<file path="src/rtl/booth_mult_unit_pkg.sv">
// -----------------------------------------------------------------------------
// booth_mult_unit_pkg
//   Shared definitions for the Booth multiplier. The divider reuses them.
//   - FSM state encodings (S_IDLE / S_RUN / S_DONE)
//   - default datapath sizes (DEF_WIDTH, MULT_ITERS, DEF_CNT_W)
//   - field offsets inside the 65-bit product register {A, Q, Qm1}
//   - Booth recoding of the {Q[0], Qm1} bit pair
// -----------------------------------------------------------------------------
package booth_mult_unit_pkg;

    localparam int DEF_WIDTH  = 32;
    localparam int MULT_ITERS = 32;
    localparam int DEF_CNT_W  = 6;

    // Product register layout for the default 32-bit datapath.
    localparam int A_MSB = 64;
    localparam int A_LSB = 33;
    localparam int Q_MSB = 32;
    localparam int Q_LSB = 1;
    localparam int QM1   = 0;

    typedef enum logic [1:0] {
        S_IDLE = 2'd0,
        S_RUN  = 2'd1,
        S_DONE = 2'd2
    } state_t;

    typedef enum logic [1:0] {
        OP_NONE = 2'd0,
        OP_ADD  = 2'd1,
        OP_SUB  = 2'd2
    } booth_op_t;

    // Radix-2 Booth recoding: 01 ends a run of ones (add M),
    // 10 starts a run of ones (subtract M), 00/11 are inside a run.
    function automatic booth_op_t booth_decode(input logic q0, input logic qm1);
        booth_op_t op;
        case ({q0, qm1})
            2'b01:   op = OP_ADD;
            2'b10:   op = OP_SUB;
            default: op = OP_NONE;
        endcase
        return op;
    endfunction

endpackage

</file>
<file path="src/rtl/booth_mult_unit_booth_step.sv">
// -----------------------------------------------------------------------------
// booth_mult_unit_booth_step
//   One combinational radix-2 Booth iteration: add/subtract M into the A half
//   of the product register, then arithmetic-shift the whole register right.
// Ports
//   p_in   [2*WIDTH:0]  current product register {A, Q, Qm1}
//   m      [WIDTH-1:0]  multiplicand (signed)
//   p_out  [2*WIDTH:0]  product register after this iteration
// -----------------------------------------------------------------------------
module booth_mult_unit_booth_step
    import booth_mult_unit_pkg::*;
#(
    parameter int WIDTH = DEF_WIDTH
) (
    input  logic [2*WIDTH:0] p_in,
    input  logic [WIDTH-1:0] m,
    output logic [2*WIDTH:0] p_out
);

    localparam int P_A_MSB = 2 * WIDTH;
    localparam int P_A_LSB = WIDTH + 1;
    localparam int P_Q_MSB = WIDTH;
    localparam int P_Q_LSB = 1;
    localparam int P_QM1   = 0;

    booth_op_t      op;
    logic [WIDTH:0] a_ext;
    logic [WIDTH:0] m_ext;
    logic [WIDTH:0] sum;

    always_comb begin
        op    = booth_decode(p_in[P_Q_LSB], p_in[P_QM1]);
        a_ext = {p_in[P_A_MSB], p_in[P_A_MSB:P_A_LSB]};
        m_ext = {m[WIDTH-1], m};
        case (op)
            OP_ADD:  sum = a_ext + m_ext;
            OP_SUB:  sum = a_ext - m_ext;
            default: sum = a_ext;
        endcase
        // The sum is one bit wider than A so that its top bit is the true
        // sign even when M = most-negative value; that bit is what shifts
        // into the register MSB. Dropping the old Qm1 is the right shift.
        p_out = {sum[WIDTH], sum[WIDTH-1:0], p_in[P_Q_MSB:P_Q_LSB]};
    end

endmodule

</file>
<file path="src/rtl/booth_mult_unit.sv">
// -----------------------------------------------------------------------------
// booth_mult_unit
//   Multicycle signed WIDTH x WIDTH radix-2 Booth multiplier. Holds the FSM,
//   iteration counter, multiplicand register and the 2*WIDTH+1 bit product
//   register {A, Q, Qm1}; one booth_step iteration per clock in RUN.
//   Latency: start edge 0, iterations on edges 1..ITERS, data_resultRDY high
//   in the cycle after edge ITERS, back to IDLE on the following edge.
//   Optional build macro BOOTH_MULT_EARLY_ZERO_EN: a zero operand at start
//   skips the iterations and goes straight to DONE with a zero product.
// Ports
//   clock           rising-edge clock
//   ctrl_reset      asynchronous active-high reset
//   ctrl_MULT       start pulse; operands sampled on this edge (restarts if busy)
//   data_operandA   multiplicand M (signed)
//   data_operandB   multiplier (signed), loaded into Q
//   data_result     low WIDTH bits of the product, held until the next start
//   data_exception  product does not fit in WIDTH bits; valid with data_resultRDY
//   data_resultRDY  one-cycle pulse, result/exception valid
//   busy            high while iterating (pipeline stall request)
// -----------------------------------------------------------------------------
module booth_mult_unit
    import booth_mult_unit_pkg::*;
#(
    parameter int WIDTH = DEF_WIDTH,
    parameter int ITERS = WIDTH,
    parameter int CNT_W = DEF_CNT_W
) (
    input  logic             clock,
    input  logic             ctrl_reset,
    input  logic             ctrl_MULT,
    input  logic [WIDTH-1:0] data_operandA,
    input  logic [WIDTH-1:0] data_operandB,
    output logic [WIDTH-1:0] data_result,
    output logic             data_exception,
    output logic             data_resultRDY,
    output logic             busy
);

    localparam int P_W = 2 * WIDTH + 1;

    state_t           state_reg;
    logic [P_W-1:0]   p_reg;
    logic [P_W-1:0]   p_next;
    logic [WIDTH-1:0] m_reg;
    logic [CNT_W-1:0] count_reg;
    logic             last_iter;
    logic             start_zero;
    logic [WIDTH-1:0] ext_diff;

    booth_mult_unit_booth_step #(
        .WIDTH (WIDTH)
    ) u_step (
        .p_in  (p_reg),
        .m     (m_reg),
        .p_out (p_next)
    );

    assign last_iter = (count_reg == CNT_W'(ITERS - 1));

`ifdef BOOTH_MULT_EARLY_ZERO_EN
    // A zero operand makes the product zero; no need to iterate.
    assign start_zero = (data_operandA == '0) || (data_operandB == '0);
`else
    assign start_zero = 1'b0;
`endif

    always_ff @(posedge clock or posedge ctrl_reset) begin
        if (ctrl_reset) begin
            state_reg <= S_IDLE;
            p_reg     <= '0;
            m_reg     <= '0;
            count_reg <= '0;
        end else if (ctrl_MULT) begin
            // Start from any state; an in-flight multiply is abandoned.
            m_reg     <= data_operandA;
            count_reg <= '0;
            if (start_zero) begin
                p_reg     <= '0;
                state_reg <= S_DONE;
            end else begin
                p_reg     <= {{WIDTH{1'b0}}, data_operandB, 1'b0};
                state_reg <= S_RUN;
            end
        end else begin
            case (state_reg)
                S_RUN: begin
                    p_reg     <= p_next;
                    count_reg <= count_reg + CNT_W'(1);
                    if (last_iter) begin
                        state_reg <= S_DONE;
                    end
                end
                S_DONE:  state_reg <= S_IDLE;
                default: state_reg <= S_IDLE;
            endcase
        end
    end

    // Overflow: the upper half is not just the sign extension of the result.
    generate
        for (genvar gi = 0; gi < WIDTH; gi++) begin : g_ext
            assign ext_diff[gi] = p_reg[WIDTH + 1 + gi] ^ p_reg[WIDTH];
        end
    endgenerate

    assign data_result    = p_reg[WIDTH:1];
    assign data_exception = |ext_diff;
    assign data_resultRDY = (state_reg == S_DONE);
    assign busy           = (state_reg == S_RUN);

endmodule

</file>
<file path="config.mk">
export PLATFORM = sky130hd
export DESIGN_NAME = booth_mult_unit
export DESIGN_NICKNAME = d
export VERILOG_FILES = /design/src/rtl/booth_mult_unit_pkg.sv /design/src/rtl/booth_mult_unit_booth_step.sv /design/src/rtl/booth_mult_unit.sv
export SDC_FILE = /design/constraint.sdc
export NUM_CORES = 1
export LEC_CHECK = 0
export ABC_AREA = 1
export BUFFER_PORTS_ARGS = -buffer_cell sky130_fd_sc_hd__buf_2
export CAP_MARGIN = 20
export CORE_UTILIZATION = 49
export CTS_CLUSTER_SIZE = 16
export DETAILED_ROUTE_END_ITERATION = 8
export PLACE_DENSITY = 0.69
export SYNTH_ARGS = -nofsm -noshare
export SYNTH_HDL_FRONTEND = slang
export SYNTH_SLANG_ARGS = --single-unit
</file>
<file path="constraint.sdc">
create_clock -name clock -period 3.61 [get_ports clock]
set_clock_uncertainty 0.05 [all_clocks]
set_input_delay 0.361 -clock clock [delete_from_list [all_inputs] [get_ports clock]]
set_output_delay 0.361 -clock clock [all_outputs]
set_load 0.03 [all_outputs]
</file>
==> flow_summary_export.csv, run 1 <==
group,metric,value,unit
outcome,status,"finished clean",
finish,area_growth,10.46,%
synth,synth_seq_cells,105,
clock_tree,clk_pin_slew,0.09,ns
setup_path,worstPathRequired,3.81,ns
die,start_util,0.5065,
placed_design,io_buffers,101,
die,io-pin-count,102,
setup_path,worstRegToRegCells,20,
route,dr_total_vias,7905,
run,cap_violations,0,
synth,synth_top_area_cell,"dfrtp_1",
synth,synth.distinct_cells,42,
die,fp.dieH,130.8,um
power_and_ir_drop,p_per_area,504.2,nW/um^2
setup_path,r2r_setup_slack,0.40,ns
finish,stdcell_area,8985,um^2
clock_tree,clk_latency,0.36,ns
synth,syn_inst,1215,
global_routing,antenna_found_initial,0,
die,coreArea,16060,um^2
die,die_area,17120,um^2
synth,yosys_warnings,0,
placed_design,dp_hpwl,17.01,mm
setup_path,r2r_end,"p_reg[63]$_DFFE_PP0P_",
synth,synth-edff-count,0,
sta,slew_headroom,0.3918,
synth,synth.top_cells.by_area,"dfrtp_1 32%, nand2_1 17%, inv_1 8.2%",
sta,fmax,0.3115,GHz
setup_path,endpoint_kind,"flip-flop",
clock_tree,cts_resized,0,
setup_path,arrival,3.41,ns
global_routing,grt_pass1_wl,36.07,mm
sta,drv_slew,0,
global_routing,gr-total-overflow,0,
placed_design,placed_cell_area,8645,um^2
power_and_ir_drop,power.leakage,4.760,nW
route,vias_per_cell,5.295,
placed_design,gp_congestion,1.005,
clock_tree,clock_path_buffers,2,
synth,syn_area,8134,um^2
global_routing,grt_pass1_vias,7240,
synth,avgSynthCellArea,6.695,um^2
die,die_w,130.8,um
route,first_pass_iters,5,
clock_tree,post-cts-setup-buffers,0,
clock_tree,htree_levels,3,
sta,tns,0,ns
synth,synth_nets,1319,
global_routing,track_usage,0.2751,
clock_tree,cts_made_buffers,9,
die,row_count,46,
hold_path,worstHoldPathType,"in2async",
setup_path,rr_startpoint,"m_reg[0]$_DFFE_PP0P_",
sta,setup_viol,0,
finish,diodes,0,
power_and_ir_drop,peakVddDrop,0.0002729,V
synth,yosysSeqAreaShare,0.3230,
clock_tree,cts_tree,"built",
route,drt-wirelength-per-cell,14.99,um
clock_tree,cts_root_buffer,"clkbuf_16",
synth,synth_ff_type,"dfrtp_1",
route,drt_iter0_drc,505,
route,routed_wl,22.38,mm
clock_tree,cts_sinks,105,
sta,finalCritPeriodShare,0.8894,
setup_path,crit_fanout,4,
sta,worst-slew-pin-transition,0.9123,ns
clock_tree,holdBufCountCts,0,
power_and_ir_drop,power.total,4.530,mW
route,ant_nets,0,
synth,synth_top_area_share,0.3230,
synth,synthArstFlopShare,1.000,
route,drc,0,
finish,nets,1376,
finish,drive_above_1_share,0.1300,
sta,rsz0062_at_grt,"false",
setup_path,worstSetupPathType,"reg2reg",
setup_path,crit_path_start_kind,"flip-flop",
sta,worst_hold_slack,0.1099,ns
finish,largest_reg_flops,65,
global_routing,grt_max_degree,70,
sta,timing.final.hold_violations,0,
sta,min_period,3.211,ns
placed_design,dp_cells,1477,
finish,stdcell_count,1493,
-- worst max-delay path by stage --
stage | to | start | slack [ns] | cells after the start
2_1_floorplan | count_reg[0]$_DFFE_PP0P_ | ctrl_reset | 0.44 | 1
3_3_place_gp | p_reg[63]$_DFFE_PP0P_ | m_reg[0]$_DFFE_PP0P_ | 0.38 | 20
3_5_place_dp | p_reg[63]$_DFFE_PP0P_ | m_reg[0]$_DFFE_PP0P_ | 0.45 | 20
4_1_cts | p_reg[63]$_DFFE_PP0P_ | m_reg[0]$_DFFE_PP0P_ | 0.42 | 20
5_1_grt | p_reg[63]$_DFFE_PP0P_ | m_reg[0]$_DFFE_PP0P_ | 0.13 | 20
6_report | p_reg[63]$_DFFE_PP0P_ | m_reg[0]$_DFFE_PP0P_ | 0.40 | 20
-- cells in the mapped netlist, types with 3 or more instances --
| cell type | instances |
|---|---|
| o21ai_1 | 21 |
| nor4_1 | 8 |
| xor2_1 | 36 |
| clkbuf_1 | 27 |
| o21ai_0 | 62 |
| o21bai_1 | 6 |
| nor2_1 | 81 |
| dfrtp_1 | 105 |
| o221ai_1 | 8 |
| o22ai_1 | 3 |
| o211ai_1 | 20 |
| nor2_4 | 5 |
| nand4_1 | 19 |
| a21oi_1 | 68 |
| buf_1 | 5 |
| o41ai_1 | 4 |
| nand2_1 | 366 |
| nand3_1 | 66 |
| nor2_2 | 8 |
| ha_1 | 36 |
| nand2_2 | 5 |
| inv_1 | 177 |
| buf_4 | 32 |
| nor3_1 | 17 |
| inv_2 | 6 |
-- metal layers --
metal | global-route usage | part of all wire
met2 | 0.4255 | 0.44
met4 | 0.08181 | 0.020
met5 | 0 | 0
met3 | 0.04316 | 0.053
met1 | 0.3953 | 0.49
-- cells by family (layout without fill, tap and decap cells) --
group / after synthesis / after routing / share of synthesized area
AND/OR/NAND/NOR: 586 / 586 / 0.3089
flip-flops: 105 / 105 / 0.3230
adder cells (fa/ha/maj): 37 / 37 / 0.05784
AO/OA/AOI/OAI: 200 / 200 / 0.1400
XOR/XNOR: 37 / 37 / 0.03984
buffers and inverters: 250 / 312 / 0.1304
-- cell type report --
type	count	area [um^2]
tap	216	270.3
clock inverter	7	115.1
inverter	184	693.2
multi-input combinational	860	4446
timing repair buffer	112	608.1
fill	1573	7073
sequential	105	2628
clock buffer	9	225.2
-- worst max-delay path: stages (launching register included) --
cell,delay [ns]
dfrtp_1,0.41
inv_2,0.08
ha_1,0.21
nand2_1,0.13
nor2_4,0.14
nand3_4,0.11
nor2_4,0.12
nand3_2,0.09
nand2_1,0.12
o21ai_1,0.09
xor2_1,0.18
ha_1,0.37
nand2_1,0.11
nor2_1,0.21
nand2_1,0.14
nor3_1,0.14
nand2_1,0.12
nand3_1,0.10
nand3_1,0.07
nand2_1,0.06
nand2_1,0.05
-- layout by cell type (no fill, tap or decap), types with 2 or more instances in the layout --
master | netlist | final
nand4_1 | 19 | 19
nand3_2 | 2 | 2
o41ai_1 | 4 | 4
nor3_1 | 17 | 17
inv_1 | 177 | 176
nand2_1 | 366 | 366
xor2_1 | 36 | 36
nand2_2 | 5 | 5
nor4_1 | 8 | 8
a21oi_1 | 68 | 68
o21ai_1 | 21 | 21
dfrtp_1 | 105 | 105
inv_2 | 6 | 6
nand3_1 | 66 | 66
a21oi_2 | 2 | 2
nor3_2 | 2 | 2
buf_4 | 32 | 10
o21ai_0 | 62 | 62
clkbuf_16 | 0 | 9
o21bai_1 | 6 | 6
or2_2 | 2 | 2
nor2_4 | 5 | 5
o221ai_1 | 8 | 8
nor2_1 | 81 | 81
o211ai_1 | 20 | 20
clkinv_8 | 0 | 3
buf_2 | 2 | 101
nor2_2 | 8 | 8
o21ai_2 | 2 | 2
ha_1 | 36 | 36
o22ai_1 | 3 | 3
a31oi_1 | 2 | 2
-- power breakdown --
group	internal [mW]	switching, mW	leakage [nW]
logic	0.636	1.32	3.27
clock network	0.574	0.542	0.164
registers	1.32	0.142	1.33
total	2.53	2.00	4.76
-- through the flow --
step | setup WS, ns | utilization
after floorplan | 0.4385 | -
after global placement | 0.3798 | 0.5366
after detailed placement | 0.4532 | 0.5383
after CTS | 0.4248 | 0.5595
after global routing | 0.1270 | 0.5595
final | 0.3993 | 0.5595
(Power assumes the default switching activity.)
==> run 2, diff against run 1 <==
--- a/config.mk
+++ b/config.mk
@@ -8,6 +8,7 @@
 export ABC_AREA = 1
 export BUFFER_PORTS_ARGS = -buffer_cell sky130_fd_sc_hd__buf_2
 export CAP_MARGIN = 20
+export CORE_ASPECT_RATIO = 1.75
 export CORE_UTILIZATION = 49
 export CTS_CLUSTER_SIZE = 16
 export DETAILED_ROUTE_END_ITERATION = 8
==> flow_summary_export.csv, run 2 (same netlist as run 1, synthesis figures left out) <==
group,metric,value,unit
die,row_count,62,
die,die_w,99.40,um
clock_tree,clk_latency,0.36,ns
clock_tree,clk_pin_slew,0.08,ns
sta,tns,0,ns
finish,drive_above_1_share,0.1306,
route,drt_iter0_drc,463,
setup_path,crit_path_start_kind,"flip-flop",
clock_tree,holdBufCountCts,0,
sta,drv_slew,0,
placed_design,placed_cell_area,8610,um^2
finish,area_growth,9.875,%
global_routing,grt_max_degree,89,
power_and_ir_drop,peakVddDrop,0.0003158,V
finish,mostFrequentLayoutCells,"366 x nand2_1, 176 x inv_1, 105 x dfrtp_1, 101 x buf_2, 81 x nor2_1",
route,drt-wirelength-per-cell,16.45,um
power_and_ir_drop,power.leakage,4.752,nW
clock_tree,clock_path_buffers,2,
placed_design,dp_cells,1455,
clock_tree,cts_sinks,105,
sta,fmax,0.3043,GHz
route,vias_per_cell,5.460,
run,cap_violations,0,
die,io-pin-count,102,
sta,finalCritPeriodShare,0.9102,
setup_path,worstPathRequired,3.82,ns
finish,nets,1378,
sta,min_period,3.286,ns
placed_design,dp_hpwl,18.96,mm
sta,layout_setup_ws,0.3242,ns
placed_design,gp_congestion,1.023,
global_routing,grt_pass1_wl,37.98,mm
setup_path,arrival,3.49,ns
setup_path,worstSetupPathType,"reg2reg",
route,ant_nets,0,
finish,diodes,0,
finish,stdcell_count,1471,
clock_tree,post-cts-setup-buffers,0,
clock_tree,cts_tree,"built",
global_routing,gr-total-overflow,0,
route,drc,0,
sta,slew_headroom,0.4711,
clock_tree,htree_levels,3,
sta,worst-slew-pin-transition,0.7831,ns
clock_tree,cts_resized,0,
global_routing,track_usage,0.2920,
global_routing,antenna_found_initial,0,
power_and_ir_drop,power.total,4.568,mW
clock_tree,cts_root_buffer,"clkbuf_16",
global_routing,grt_pass1_vias,7659,
finish,final_util,0.5486,
placed_design,dpl_worst_slack,0.2806,ns
finish,fillCellCount,1654,
setup_path,crit_fanout,4,
finish,stdcell_area,8937,um^2
route,first_pass_iters,5,
clock_tree,cts_made_buffers,9,
finish,final_common_cell,"nand2_1",
sta,worst_hold_slack,0.06839,ns
power_and_ir_drop,p_per_area,511.1,nW/um^2
sta,rsz0062_at_grt,"false",
sta,setup_viol,0,
die,coreArea,16290,um^2
finish,largest_reg_flops,65,
placed_design,io_buffers,101,
sta,timing.final.hold_violations,0,
route,dr_total_vias,8032,
die,die_area,17140,um^2
hold_path,worstHoldPathType,"in2async",
setup_path,endpoint_kind,"flip-flop",
route,routed_wl,24.21,mm
outcome,status,"finished clean",
die,fp.dieH,172.4,um
die,start_util,0.4993,
-- run 2: area by class of cell --
| class | instances | area (um^2) | area share |
|---|---|---|---|
| clock inverters | 5 | 87.58 | 0.009800 |
| clock buffers | 11 | 232.7 | 0.02604 |
| flip-flops and latches | 105 | 2628 | 0.2940 |
| inverters | 184 | 693.2 | 0.07756 |
| multi-input cells | 860 | 4453 | 0.4983 |
| repair buffers | 114 | 603.1 | 0.06748 |
| well taps | 192 | 240.2 | 0.02688 |
-- run 2: path summary, 6_finish.rpt --
path	cells after the start	from	to	slack, ns
min reg2reg	1	count_reg[3]$_DFFE_PP0P_	count_reg[3]$_DFFE_PP0P_	0.47
max in group asynchronous	3	ctrl_reset	p_reg[24]$_DFFE_PP0P_	2.71
max	22	m_reg[0]$_DFFE_PP0P_	p_reg[60]$_DFFE_PP0P_	0.32
min	2	ctrl_reset	count_reg[4]$_DFFE_PP0P_	0.07
max reg2reg	22	m_reg[0]$_DFFE_PP0P_	p_reg[60]$_DFFE_PP0P_	0.32
min in group clock	3	data_operandA[18]	m_reg[18]$_DFFE_PP0P_	0.15
-- run 2: worst max-delay path: stages, from the launching register on --
cell     delay, ns
dfrtp_1       0.39
inv_2         0.08
ha_1          0.20
nand2_1       0.14
nor2_4        0.14
nand3_4       0.11
nor2_4        0.12
nand3_2       0.10
nand2_1       0.13
xor2_2        0.28
ha_1          0.33
nand2_1       0.18
inv_1         0.06
nand2_1       0.07
nand2_1       0.06
a21oi_1       0.22
nor2_1        0.06
nor2_1        0.17
nand2_1       0.08
nand2_1       0.06
nand3_1       0.07
nand2_1       0.06
nand2_1       0.04
-- run 2: per-layer routing --
layer / track usage / vias to the layer above / routed length, um
met5: 0 / - / 0
met4: 0.2193 / 0 / 1772
met3: 0.03800 / 98 / 895
met2: 0.5344 / 238 / 12680
met1: 0.3007 / 3705 / 8861
li1: - / 3991 / -
-- run 2: power breakdown --
group | switching, mW | leakage, nW | internal, mW
clock | 0.486 | 0.152 | 0.618
sequential | 0.153 | 1.33 | 1.32
combinational | 1.36 | 3.27 | 0.632
